<file path="config.mk">
export PLATFORM = sky130hd
export DESIGN_NAME = ah_cam_alloc
export DESIGN_NICKNAME = d
export VERILOG_FILES = /design/src/rtl/ah_cam_alloc.sv
export SDC_FILE = /design/constraint.sdc
export NUM_CORES = 1
export LEC_CHECK = 0
export BUFFER_PORTS_ARGS = -buffer_cell sky130_fd_sc_hd__clkbuf_2
export CAP_MARGIN = 40
export CORE_ASPECT_RATIO = 1.4
export CORE_MARGIN = 5
export CORE_UTILIZATION = 30
export CTS_BUF_LIST = sky130_fd_sc_hd__clkbuf_16
export DETAILED_ROUTE_END_ITERATION = 7
export PLACE_DENSITY = 0.5
export REMOVE_ABC_BUFFERS = 1
export SYNTH_ARGS = -nofsm -noshare
export SYNTH_HDL_FRONTEND = slang
export SYNTH_SLANG_ARGS = --single-unit
</file>
<file path="constraint.sdc">
create_clock -name clk -period 3.5 [get_ports clk]
set_input_delay 0.525 -clock clk [delete_from_list [all_inputs] [get_ports clk]]
set_output_delay 0.525 -clock clk [all_outputs]
set_load 0.03 [all_outputs]
</file>
<file path="src/rtl/ah_cam_alloc.sv">
`default_nettype none
// ============================================================================
// ah_cam_alloc : CAM with hardware slot allocation and lookup-with-release
// Rev 1.0
// ============================================================================
module ah_cam_alloc #(
    parameter  int DEPTH = 16,
    parameter  int DW    = 32,
    parameter  int KW    = 8,
    localparam int AW    = $clog2(DEPTH)
) (
    input  logic          clk,
    input  logic          rst_an,
    input  logic          wr_valid,
    output logic          wr_ready,
    input  logic [DW-1:0] wr_data,
    output logic [AW-1:0] wr_loc,
    input  logic          srch_valid,
    input  logic [KW-1:0] srch_key,
    input  logic          srch_pop,
    output logic          rsp_valid,
    output logic          rsp_hit,
    output logic [AW-1:0] rsp_loc,
    output logic [DW-1:0] rsp_data,
    output logic [AW:0]   count,
    output logic          full,
    output logic          empty
);

    localparam logic [AW:0]   C_DEPTH = (AW+1)'(DEPTH);
    localparam logic [AW-1:0] C_LAST  = AW'(DEPTH - 1);

    logic [DEPTH-1:0]         valid_q, valid_d;
    logic [DEPTH-1:0][DW-1:0] data_q;
    logic [DEPTH-1:0][AW-1:0] fifo_mem_q;
    logic [AW:0]              init_cnt_q, init_cnt_d;
    logic [AW-1:0]            fifo_rd_q, fifo_rd_d;
    logic [AW-1:0]            fifo_wr_q, fifo_wr_d;
    logic [AW:0]              fifo_cnt_q, fifo_cnt_d;
    logic [AW:0]              count_q, count_d;
    logic                     rsp_valid_q, rsp_hit_q;
    logic [AW-1:0]            rsp_loc_q;
    logic [DW-1:0]            rsp_data_q;

    logic          w_init_done;
    logic          w_wr_fire;
    logic          w_alloc_pop;
    logic          w_rel_fire;
    logic          w_match_hit;
    logic [AW-1:0] w_match_idx;

    function automatic logic [AW-1:0] ptr_inc(input logic [AW-1:0] p);
        return (p == C_LAST) ? '0 : p + AW'(1);
    endfunction

    // Once the init counter saturates, every slot is handed out by the free FIFO.
    assign w_init_done = (init_cnt_q == C_DEPTH);
    assign wr_ready    = !w_init_done || (fifo_cnt_q != '0);
    assign wr_loc      = w_init_done ? fifo_mem_q[fifo_rd_q] : init_cnt_q[AW-1:0];
    assign w_wr_fire   = wr_valid && wr_ready;
    assign w_alloc_pop = w_wr_fire && w_init_done;
    assign w_rel_fire  = srch_valid && srch_pop && w_match_hit;

    // Scan downward so the lowest matching index is the last one kept.
    always_comb begin
        w_match_hit = 1'b0;
        w_match_idx = '0;
        for (int i = DEPTH - 1; i >= 0; i--) begin
            if (valid_q[i] && (data_q[i][KW-1:0] == srch_key)) begin
                w_match_hit = 1'b1;
                w_match_idx = AW'(i);
            end
        end
    end

    always_comb begin
        valid_d = valid_q;
        if (w_wr_fire)  valid_d[wr_loc]      = 1'b1;
        if (w_rel_fire) valid_d[w_match_idx] = 1'b0;

        init_cnt_d = init_cnt_q;
        if (w_wr_fire && !w_init_done) init_cnt_d = init_cnt_q + (AW+1)'(1);

        fifo_rd_d = w_alloc_pop ? ptr_inc(fifo_rd_q) : fifo_rd_q;
        fifo_wr_d = w_rel_fire  ? ptr_inc(fifo_wr_q) : fifo_wr_q;

        fifo_cnt_d = fifo_cnt_q;
        case ({w_rel_fire, w_alloc_pop})
            2'b10:   fifo_cnt_d = fifo_cnt_q + (AW+1)'(1);
            2'b01:   fifo_cnt_d = fifo_cnt_q - (AW+1)'(1);
            default: fifo_cnt_d = fifo_cnt_q;
        endcase

        count_d = count_q;
        case ({w_wr_fire, w_rel_fire})
            2'b10:   count_d = count_q + (AW+1)'(1);
            2'b01:   count_d = count_q - (AW+1)'(1);
            default: count_d = count_q;
        endcase
    end

    always_ff @(posedge clk or negedge rst_an) begin
        if (!rst_an) begin
            valid_q     <= '0;
            data_q      <= '0;
            fifo_mem_q  <= '0;
            init_cnt_q  <= '0;
            fifo_rd_q   <= '0;
            fifo_wr_q   <= '0;
            fifo_cnt_q  <= '0;
            count_q     <= '0;
            rsp_valid_q <= 1'b0;
            rsp_hit_q   <= 1'b0;
            rsp_loc_q   <= '0;
            rsp_data_q  <= '0;
        end else begin
            valid_q    <= valid_d;
            init_cnt_q <= init_cnt_d;
            fifo_rd_q  <= fifo_rd_d;
            fifo_wr_q  <= fifo_wr_d;
            fifo_cnt_q <= fifo_cnt_d;
            count_q    <= count_d;
            if (w_wr_fire)  data_q[wr_loc]        <= wr_data;
            if (w_rel_fire) fifo_mem_q[fifo_wr_q] <= w_match_idx;
            rsp_valid_q <= srch_valid;
            rsp_hit_q   <= srch_valid && w_match_hit;
            rsp_loc_q   <= (srch_valid && w_match_hit) ? w_match_idx : '0;
            rsp_data_q  <= (srch_valid && w_match_hit) ? data_q[w_match_idx] : '0;
        end
    end

    assign rsp_valid = rsp_valid_q;
    assign rsp_hit   = rsp_hit_q;
    assign rsp_loc   = rsp_loc_q;
    assign rsp_data  = rsp_data_q;
    assign count     = count_q;
    assign full      = (count_q == C_DEPTH);
    assign empty     = (count_q == '0);

endmodule
`default_nettype wire

</file>
==> run summary, run 1 <==
* **outcome** completed
* **Tcrit/Tclk final** 0.986
* **last weighted congestion value of the routability-driven placer** 0.981
* **H-tree depth reported by CTS** 3
* **fraction of layout instances using a drive strength above 1** 0.352
* **critical setup path kind** flop to flop
* **number of distinct library cell variants in the gate-level netlist after synthesis** 72
* **net switching share of the total power** 0.347
* **port bufs** 94
* **global-route congestion overflow total** 0
* **global-route total usage across every layer** 0.189
* **smallest setup slack after layout** 50.6 ps
* **Req. time, crit path** 4030 ps
* **total area of sequential cells** 16,300 um^2
* **type of the tightest min-delay check** input pin to flop
* **Pint** 20,600 uW
* **die outline area** 113,000 um^2
* **Chip Width** 286 um
* **TritonCTS clock tree** done
* **DRC** 0
* **final worst path period need** 3450 ps
* **critical path data arrival time** 3980 ps
* **final slew viol count** 0
* **Die Ht** 396 um
* **standby leakage power** 0.0178 uW
* **worst hold slack after final layout** 165 ps
* **count of TritonRoute iterations in the first routing pass** 5
* **power density over cell area** 805 nW/um^2
* **post-DR wirelength/cell** 25.2 um
* **buffers from clock root to sink, at most** 3
* **Final Skew** 21.8 ps
* **sequential share of the synthesized area** 0.511
* **CTS root buf** clkbuf_16
* **startpoint type of the worst setup path** flop
* **pin count of the biggest net entering global routing** 99
* **post-DR vias/cell** 5.11
* **number of buffers created by CTS** 71
* **std cell rows** 141
* **number of hold-slack violations in the final timing report** 0
* **combined area of the multi-input logic cells** 14,700 um^2
* **initial antenna violation count** 7
* **Async SR Flop Fraction** 1.00
* **largest voltage drop on the vdd net** 0.375 mV
* **max_slew headroom** 0.472
* **initial core utilization** 0.303
* **dominant register cell in the synthesized netlist** dfrtp_1
* **Net count, final** 2,987
* **HPWL after detailed placement** 74,900 um
* **area growth from synthesis to layout** 22.3%
* **Synth Instances** 2,613
* **Top Ports** 95
* **worst slack after detailed placement** -796 ps
* **global-route wire length before repair** 160,000 um
* **number of vias after detailed routing** 22,200
* **share of total power in the clock network** 0.230
* **Total Wirelength** 109,000 um
* **Gate power share** 0.362
* **P_sw** 10,900 uW
* **Filler Cells Inserted** 10,200
* **synthesized area per cell** 12.2 um^2
* **slew at the pin closest to its max-slew limit** 793 ps
* **RSZ-0062 raised after global routing** true
* **synth warn** 0
* **core footprint** 106,000 um^2
* **fin util** 0.370
* **total of max-cap violations** 0
* **Flop pwr share** 0.408
* **Antenna Violating Nets Remaining** 0
* **worst-path fanout max** 5
* **EDFF count, synth** 0
* **Detailed Route Iter0 Violations** 1,409
* **latest clock arrival within the worst-skew pair** 650 ps
* **number of global-route vias before repair** 24,100
* **highest achievable clock rate** 0.290 GHz
* **clk sink count** 653
* **netlist area before placement** 32,000 um^2
* **final setup vio count** 0
* **clock transition time at the flip-flop clock pins of the worst setup and hold paths** 60 ps
* **flop and latch count out of synthesis** 653
* **Setup crit end kind** flop
[path summary, 6_finish.rpt]
check | startpoint | endpoint | slack, ps | cells past startpoint
hold / removal | srch_valid | rsp_valid | 170 | 1
max in group asynchronous | rst_an | data_q[324] | 1980 | 3
setup / recovery | data_q[229] | rsp_data[8] | 50 | 14
min in group asynchronous | rst_an | data_q[296] | 450 | 2
setup reg to reg | data_q[229] | rsp_data[8] | 50 | 14
hold reg to reg | fifo_cnt_q[4] | fifo_cnt_q[4] | 460 | 1
[power by group through the flow]
stage | sequential, uW | combinational, uW | clock [uW]
2_1_floorplan | 12300 | 6970 | 0
3_3_place_gp | 12800 | 10900 | 0
3_5_place_dp | 12900 | 11100 | 0
4_1_cts | 12800 | 11300 | 7450
5_1_grt | 13200 | 12300 | 7730
6_report | 12800 | 11400 | 7230
[per-stage QoR]
step / TNS, ps / instance area [um^2] / total power, uW / instances
4_1_cts: -6.19 / 38700 / 31600 / 4326
2_1_floorplan: -543300 / 30800 / 19300 / 2405
3_5_place_dp: -43650 / 36400 / 24000 / 4198
3_3_place_gp: -44820 / 36400 / 23600 / 4197
5_1_grt: -153 / 39100 / 33200 / 4338
6_report: 0 / 39100 / 31500 / 4343
[synthesized netlist by cell type (5+ instances only)]
| master | number | share of area |
|---|---|---|
| a211oi_1 | 18 | 0.0042 |
| a21o_1 | 8 | 0.0019 |
| a21oi_1 | 71 | 0.011 |
| a221oi_1 | 8 | 0.0022 |
| a22oi_1 | 20 | 0.0047 |
| a31oi_1 | 24 | 0.0047 |
| a32o_1 | 9 | 0.0028 |
| a32oi_1 | 29 | 0.0079 |
| and2_1 | 8 | 0.0016 |
| and3_1 | 31 | 0.0061 |
| buf_2 | 95 | 0.015 |
| buf_4 | 20 | 0.0047 |
| buf_6 | 32 | 0.011 |
| clkbuf_1 | 59 | 0.0069 |
| dfrtp_1 | 653 | 0.51 |
| ha_1 | 15 | 0.0059 |
| inv_1 | 21 | 0.0025 |
| mux2_1 | 182 | 0.064 |
| mux2_2 | 303 | 0.11 |
| mux2_4 | 87 | 0.041 |
| mux2i_1 | 96 | 0.030 |
| mux4_2 | 20 | 0.014 |
| nand2_1 | 289 | 0.034 |
| nand3_1 | 75 | 0.012 |
| nand4_1 | 33 | 0.0065 |
| nor2_1 | 107 | 0.013 |
| nor2b_1 | 8 | 0.0016 |
| nor3_1 | 24 | 0.0038 |
| nor4_1 | 8 | 0.0016 |
| nor4_2 | 10 | 0.0039 |
| o21ai_0 | 23 | 0.0036 |
| o22ai_1 | 6 | 0.0012 |
| or3_1 | 5 | 0.00098 |
| xnor2_1 | 123 | 0.034 |
| xor2_1 | 25 | 0.0068 |
[worst max-delay path: stages, from the launching register on]
cell and delay, ps:
dfrtp_1 450, xnor2_1 160, buf_4 150, buf_4 130, nand3_1 130, nor3_4 60, a31oi_1 400, buf_4 190
nand2_1 120, o41a_2 650, buf_12 210, buf_4 150, a211oi_1 210, a221oi_1 90, and4_1 240
[registers in the layout, summed over array words and instances, names as in the netlist]
signal      cells
fifo_mem_q     64
fifo_cnt_q      5
rsp_valid       1
init_cnt_q      5
rsp_loc         4
rsp_hit         1
data_q        512
fifo_wr_q       4
rsp_data       32
count           5
valid_q        16
fifo_rd_q       4
[placed cells by master, fill, tap and decap left out, types with 23 or more instances in the layout]
master       n
a32oi_1     29
and3_1      30
nand4_1     33
nand2_1    285
mux2i_1     96
xor2_1      23
a21oi_1     71
inv_1       37
mux2_2     303
nand3_1     72
xnor2_1    111
buf_12      64
a31oi_1     23
buf_4      281
clkbuf_16   73
mux2_1     182
nor2_1     106
mux2_4      87
dfrtp_1    652
clkbuf_2    91
[cell type report]
type | instances | share of cell area
Tap cell | 1358 | 0.0435
Timing Repair Buffer | 449 | 0.104
Multi-Input combinational cell | 1726 | 0.376
Inverter | 26 | 0.00262
Sequential cell | 653 | 0.418
Clock inverter | 54 | 0.0103
Antenna cell | 6 | 0.000384
Clock buffer | 71 | 0.0454
[cells by family after synthesis]
logic type	after synthesis	synth area share
AOI/OAI and AO/OA	246	0.0532
xor gates and xnor gates	148	0.0405
buffers and inverters	234	0.0411
adders and majority gates	15	0.00587
DFF	653	0.511
and+or+nand+nor	629	0.0926
muxes	688	0.256
[per-layer routing]
| metal | vias up | global-route usage | part of all wire |
|---|---|---|---|
| met5 | - | 0 | 0.00053 |
| met3 | 253 | 0.0286 | 0.037 |
| met4 | 8 | 0.0994 | 0.056 |
| li1 | 9866 | - | - |
| met2 | 490 | 0.332 | 0.51 |
| met1 | 11600 | 0.223 | 0.40 |
[repair_timing]
item,4_1_cts,5_1_grt
cloned,2,2
hold buffers,1,0
setup buffers,0,9
gates resized for setup,16,42
pin swaps,0,20
setup endpoints to repair,28,31
endpoints found under the hold margin,50,0
(Power assumes the default switching activity.)
==> run 2: changes to the inputs <==
- GPL_TIMING_DRIVEN: default -> 0
- SLEW_MARGIN: default -> 0
==> run 2 against run 1 <==
Compared with the run above:
- the run now ends with setup timing left
- sequential share of layout area decreased by 0.64 points
- hold slack lost 54 ps
- clock power grew 3%
- first-iteration DRC count rose by 4.0%
- critical path type unchanged
- largest power group unchanged
- highest routed layer unchanged
==> run summary, run 2 (synthesis results as in run 1) <==
* **standby leakage power** 0.0176 uW
* **global-route wire length before repair** 156,000 um
* **critical setup path kind** flop to flop
* **Die Ht** 396 um
* **CTS root buf** clkbuf_16
* **number of flip-flops under the largest register name** 512
* **type of the tightest min-delay check** input pin to flop
* **number of hold-slack violations in the final timing report** 0
* **power density over cell area** 804 nW/um^2
* **number of global-route vias before repair** 23,400
* **max_slew headroom** 0.416
* **initial core utilization** 0.303
* **Chip Width** 286 um
* **critical path data arrival time** 4240 ps
* **worst hold slack after final layout** 111 ps
* **HPWL after detailed placement** 65,200 um
* **buffers from clock root to sink, at most** 3
* **global-route congestion overflow total** 0
* **met2 wirelength from detailed routing** 54,800 um
* **Final Skew** 31.4 ps
* **largest voltage drop on the vdd net** 0.590 mV
* **pin count of the biggest net entering global routing** 113
* **Non-Filler Cell Area, Final** 39,700 um^2
* **violated checks** setup timing
* **clk sink count** 653
* **total of max-cap violations** 0
* **slew at the pin closest to its max-slew limit** 872 ps
* **Req. time, crit path** 4030 ps
* **initial antenna violation count** 5
* **Net count, final** 2,853
* **H-tree depth reported by CTS** 3
* **std cell rows** 141
* **worst-path cell with the longest stage delay** dfrtp_1
* **clock transition time at the flip-flop clock pins of the worst setup and hold paths** 60 ps
* **critical path, cell by cell** xor2_2 -> nor4_4 -> nand4_1 -> and2_4 -> nand4_1 -> o21ai_4 -> clkbuf_16 -> buf_16 -> inv_16 -> nand2_8 -> clkinv_16 -> ha_4 -> xor2_1 -> ha_2 -> o21ai_2 -> a21oi_2 -> a21oi_2 -> xor2_1 -> nor2_1 -> xor2_1
* **post-DR vias/cell** 5.20
* **highest achievable clock rate** 0.270 GHz
* **smallest setup slack after layout** -204 ps
* **port bufs** 94
* **post-route met1 wirelength** 42,400 um
* **global-route total usage across every layer** 0.181
* **number of buffers created by CTS** 73
* **Top Ports** 95
* **area growth from synthesis to layout** 24.2%
* **register bank with the most flops** data_q
* **latest clock arrival within the worst-skew pair** 660 ps
* **startpoint type of the worst setup path** flop
* **last weighted congestion value of the routability-driven placer** 0.847
* **most used cells in the layout excluding fill and tap cells** dfrtp_1 (648), mux2_2 (302), nand2_1 (271)
* **Setup crit end kind** flop
* **stage delay of the slowest cell on the critical path** 420 ps
* **Total Wirelength** 106,000 um
* **worst-path fanout max** 7
* **number of vias after detailed routing** 21,900
* **final worst path period need** 3700 ps
* **post-DR wirelength/cell** 25.2 um
* **fraction of layout instances using a drive strength above 1** 0.361
* **final slew viol count** 0
* **core footprint** 106,000 um^2
* **count of TritonRoute iterations in the first routing pass** 5
* **top routing layer in use** met5
* **met3 routed WL** 4500 um
* **RSZ-0062 raised after global routing** true
* **DRC** 0
* **final setup vio count** 55
* **Crit path top cell by count** xor2_1
* **TritonCTS clock tree** done
* **outcome** finished with violations
* **Antenna Violating Nets Remaining** 0
* **Detailed Route Iter0 Violations** 1,466
* **Total Power** 32,000 uW
* **Tcrit/Tclk final** 1.06
* **commonest non-fill, non-tap cell in the layout** dfrtp_1
* **placed cell areas** 34,400 um^2
* **worst slack after detailed placement** -2450 ps
* **die outline area** 113,000 um^2
-- run 2: cell types whose count changed in the layout (fill, tap and decap cells not counted), sizes merged --
cell,change
buf,-148
clkbuf,+12
clkinv,+9
inv,-6
diode,-3
o21a,+2
bufbuf,+1
bufinv,-1
-- run 2: power breakdown --
part	leakage [uW]	total [uW]	internal (uW)	switching, uW
logic	0.00825	11900	6030	5840
clock network	0.00114	7420	4110	3310
registers	0.00819	12700	10600	2070
-- run 2: cell type report --
cell class	count	area [um^2]
timing repair inverter	1	11.3
timing repair buffer	310	3660
antenna	3	7.51
sequential	653	16300
tap	1358	1700
clock buffer	75	1880
inverter	26	140
clock inverter	55	365
fill	9967	65900
multi-input combinational	1728	15600
-- run 2: final timing paths --
check                      cells past startpoint            end     startpoint  slack [ps]
max                                           20       count[4]    data_q[448]        -200
min                                            1      rsp_valid     srch_valid         110
max reg2reg                                   20       count[4]    data_q[448]        -200
min reg2reg                                    1  fifo_cnt_q[4]  fifo_cnt_q[4]         470
max in group asynchronous                      5   fifo_rd_q[0]         rst_an        1090
min in group asynchronous                      2    rsp_data[5]         rst_an         370
-- run 2: metal layers --
metal	vias to the layer above	global-route usage
met5	-	0
li1	9601	-
met2	552	0.322
met3	200	0.0281
met4	2	0.0755
met1	11500	0.219
-- run 2: through the flow --
stage | std cells | setup TNS [ps] | utilization
2_1_floorplan | 2405 | -543300 | -
3_3_place_gp | 3857 | - | 0.312
3_5_place_dp | 3923 | -405320 | 0.326
4_1_cts | 4119 | -3060 | 0.362
5_1_grt | 4206 | -8770 | 0.376
6_report | 4209 | -3400 | 0.376
-- run 2: what timing repair did --
item,CTS,global route
hold endpoints to repair,45,0
endpoints found under the setup margin,636,193
hold buffers,1,0
pin swaps,38,93
gates resized for setup,149,140
cloned,13,11
buffers inserted,53,78
-- run 2: worst max-delay path, delay by kind of cell (launching register included) --
family	cells	cell delay (ps)
AO/OA/AOI/OAI	4	360
XOR/XNOR	4	690
adder cells (fa/ha/maj)	2	390
buffers and inverters	4	490
flip-flops	1	420
AND/OR/NAND/NOR	6	1200
==> run 3: changes to the inputs <==
--- a/constraint.sdc
+++ b/constraint.sdc
@@ -3,2 +3,2 @@
 set_output_delay 0.525 -clock clk [all_outputs]
-set_load 0.03 [all_outputs]
+set_load 0.01 [all_outputs]
==> run 3 against run 2 <==
Compared with the run above:
- the run still ends with setup timing left
- routed wire length is the same
- hold slack is essentially flat
- critical path depth is the same
- die area is the same
- register-to-register slack is essentially flat
- first-iteration DRC count is the same
- maximum frequency is the same
- clock power is essentially flat
- sequential power is essentially flat
- total power shrank 0.56%
- cell count is the same
==> run summary, run 3 (synthesis results as in run 1) <==
* **outcome** finished with violations
* **violated checks** setup timing
* **worst flop-to-flop path startpoint** data_q[448]
* **number of hold-slack violations in the final timing report** 0
* **area growth from synthesis to layout** 24.2%
* **pin count of the biggest net entering global routing** 113
* **post-DR wirelength/cell** 25.2 um
* **initial antenna violation count** 5
* **number of buffers created by CTS** 73
* **post-DR vias/cell** 5.20
* **worst slack after detailed placement** -2450 ps
* **die outline area** 113,000 um^2
* **critical path, cell by cell** xor2_2 -> nor4_4 -> nand4_1 -> and2_4 -> nand4_1 -> o21ai_4 -> clkbuf_16 -> buf_16 -> inv_16 -> nand2_8 -> clkinv_16 -> ha_4 -> xor2_1 -> ha_2 -> o21ai_2 -> a21oi_2 -> a21oi_2 -> xor2_1 -> nor2_1 -> xor2_1
* **buffers from clock root to sink, at most** 3
* **Detailed Route Iter0 Violations** 1,466
* **TritonCTS clock tree** done
* **register bank with the most flops** data_q
* **net switching share of the total power** 0.347
* **smallest setup slack after layout** -204 ps
* **initial core utilization** 0.303
* **total of max-cap violations** 0
* **critical path data arrival time** 4240 ps
* **H-tree depth reported by CTS** 3
* **slew at the pin closest to its max-slew limit** 872 ps
* **reg-to-reg endpoint** count[4]
* **most used cells in the layout excluding fill and tap cells** dfrtp_1 (648), mux2_2 (302), nand2_1 (271)
* **Req. time, crit path** 4030 ps
* **share of total power in the clock network** 0.233
* **P_sw** 11,000 uW
* **final worst path period need** 3700 ps
* **type of the tightest min-delay check** input pin to flop
* **Final Skew** 31.4 ps
* **end point of the worst hold path** rsp_valid
* **Setup crit end kind** flop
* **Top Ports** 95
* **Gate power share** 0.368
* **Chip Width** 286 um
* **highest achievable clock rate** 0.270 GHz
* **RSZ-0062 raised after global routing** true
* **WHS Path Cells** 1
* **standby leakage power** 0.0176 uW
* **Flop pwr share** 0.399
* **global-route congestion overflow total** 0
* **clk sink count** 653
* **placed cell areas** 34,400 um^2
* **number of vias after detailed routing** 21,900
* **worst-path fanout max** 7
* **commonest non-fill, non-tap cell in the layout** dfrtp_1
* **fraction of layout instances using a drive strength above 1** 0.361
* **hold path startpoint** srch_valid
* **worst-path cell with the longest stage delay** dfrtp_1
* **Pint** 20,700 uW
* **max_slew headroom** 0.416
* **final setup vio count** 55
* **Die Ht** 396 um
* **fin util** 0.376
* **std cell rows** 141
* **Total Wirelength** 106,000 um
* **stage delay of the slowest cell on the critical path** 420 ps
* **CTS root buf** clkbuf_16
* **Filler Cells Inserted** 9,968
* **Crit path top cell by count** xor2_1
* **number of flip-flops under the largest register name** 512
* **last weighted congestion value of the routability-driven placer** 0.847
* **DRC** 0
* **power density over cell area** 800 nW/um^2
* **number of global-route vias before repair** 23,400
* **Antenna Violating Nets Remaining** 0
* **count of TritonRoute iterations in the first routing pass** 5
* **internal reg-to-reg setup slack** -200 ps
* **port bufs** 94
* **global-route wire length before repair** 156,000 um
* **critical setup path kind** flop to flop
* **global-route total usage across every layer** 0.181
* **number of cells on the worst reg-to-reg path** 20
* **Total Power** 31,800 uW
* **core footprint** 106,000 um^2
* **HPWL after detailed placement** 65,200 um
* **largest voltage drop on the vdd net** 0.470 mV
* **final slew viol count** 0
* **startpoint type of the worst setup path** flop
* **latest clock arrival within the worst-skew pair** 660 ps
* **clock transition time at the flip-flop clock pins of the worst setup and hold paths** 60 ps
* **Tcrit/Tclk final** 1.06
* **Net count, final** 2,853
* **Non-Filler Cell Area, Final** 39,700 um^2
[run 3: cell counts in the layout (fill, tap and decap cells not counted)]
No cell type changed its count.
[run 3: what timing repair did]
item | CTS | global route
pin swaps | 38 | 93
endpoints found under the hold margin | 45 | 0
gates cloned | 13 | 11
setup buffers | 53 | 78
resized for setup | 147 | 140
setup endpoints to repair | 636 | 193
hold buffers | 1 | 0
[run 3: critical path, delay by kind of cell, from the launching register on]
family / cells / cell delay, ps
and+or+nand+nor: 6 / 1200
AOI/OAI and AO/OA: 4 / 360
buffers and inverters: 4 / 490
xor gates and xnor gates: 4 / 690
adders and majority gates: 2 / 390
DFF: 1 / 420
[run 3: final cells by class]
type,instances,area [um^2],area share
diodes,3,7.51,0.000189
clock buffers,75,1880,0.0472
clock inverters,55,365,0.00920
inverters,26,140,0.00353
multi-input cells,1728,15600,0.393
flip-flops and latches,653,16300,0.412
well taps,1358,1700,0.0428
repair buffers,310,3660,0.0921
repair inverters,1,11.3,0.000283
[run 3: layer usage]
metal  vias to the layer above  share of wire  GRT usage
met2                       552           0.52      0.322
met1                     11500           0.40      0.219
met5                         -        0.00012          0
met4                         2          0.042     0.0755
met3                       200          0.042     0.0281
li1                       9601              -          -
[run 3: worst max path at each step]
stage	from	to	slack (ps)	cells past startpoint
after floorplan	srch_key[4]	rsp_data[28]	-9660	8
after global placement	srch_key[7]	rsp_data[28]	-22960	10
after detailed placement	srch_key[5]	count[4]	-2450	21
after CTS	data_q[69]	count[4]	-360	21
after global routing	data_q[450]	count[4]	-400	20
final	data_q[448]	count[4]	-200	20
[run 3: stage by stage]
step | instances | setup TNS (ps) | hold WS (ps)
floorplan | 2405 | -497060 | 229
global placement | 3857 | - | 462
detailed placement | 3923 | -405320 | 458
CTS | 4119 | -3060 | 57.7
global route | 4206 | -8770 | 87.7
finish | 4209 | -3400 | 111
[run 3: power by group through the flow]
| stage | logic (uW) | registers, uW | clock network [uW] |
|---|---|---|---|
| after floorplan | 6920 | 12200 | 0 |
| final | 11700 | 12700 | 7420 |
| after detailed placement | 9790 | 12700 | 0 |
| after global placement | 9210 | 12500 | 0 |
| after global routing | 12500 | 13000 | 7910 |
| after CTS | 10900 | 12600 | 7620 |
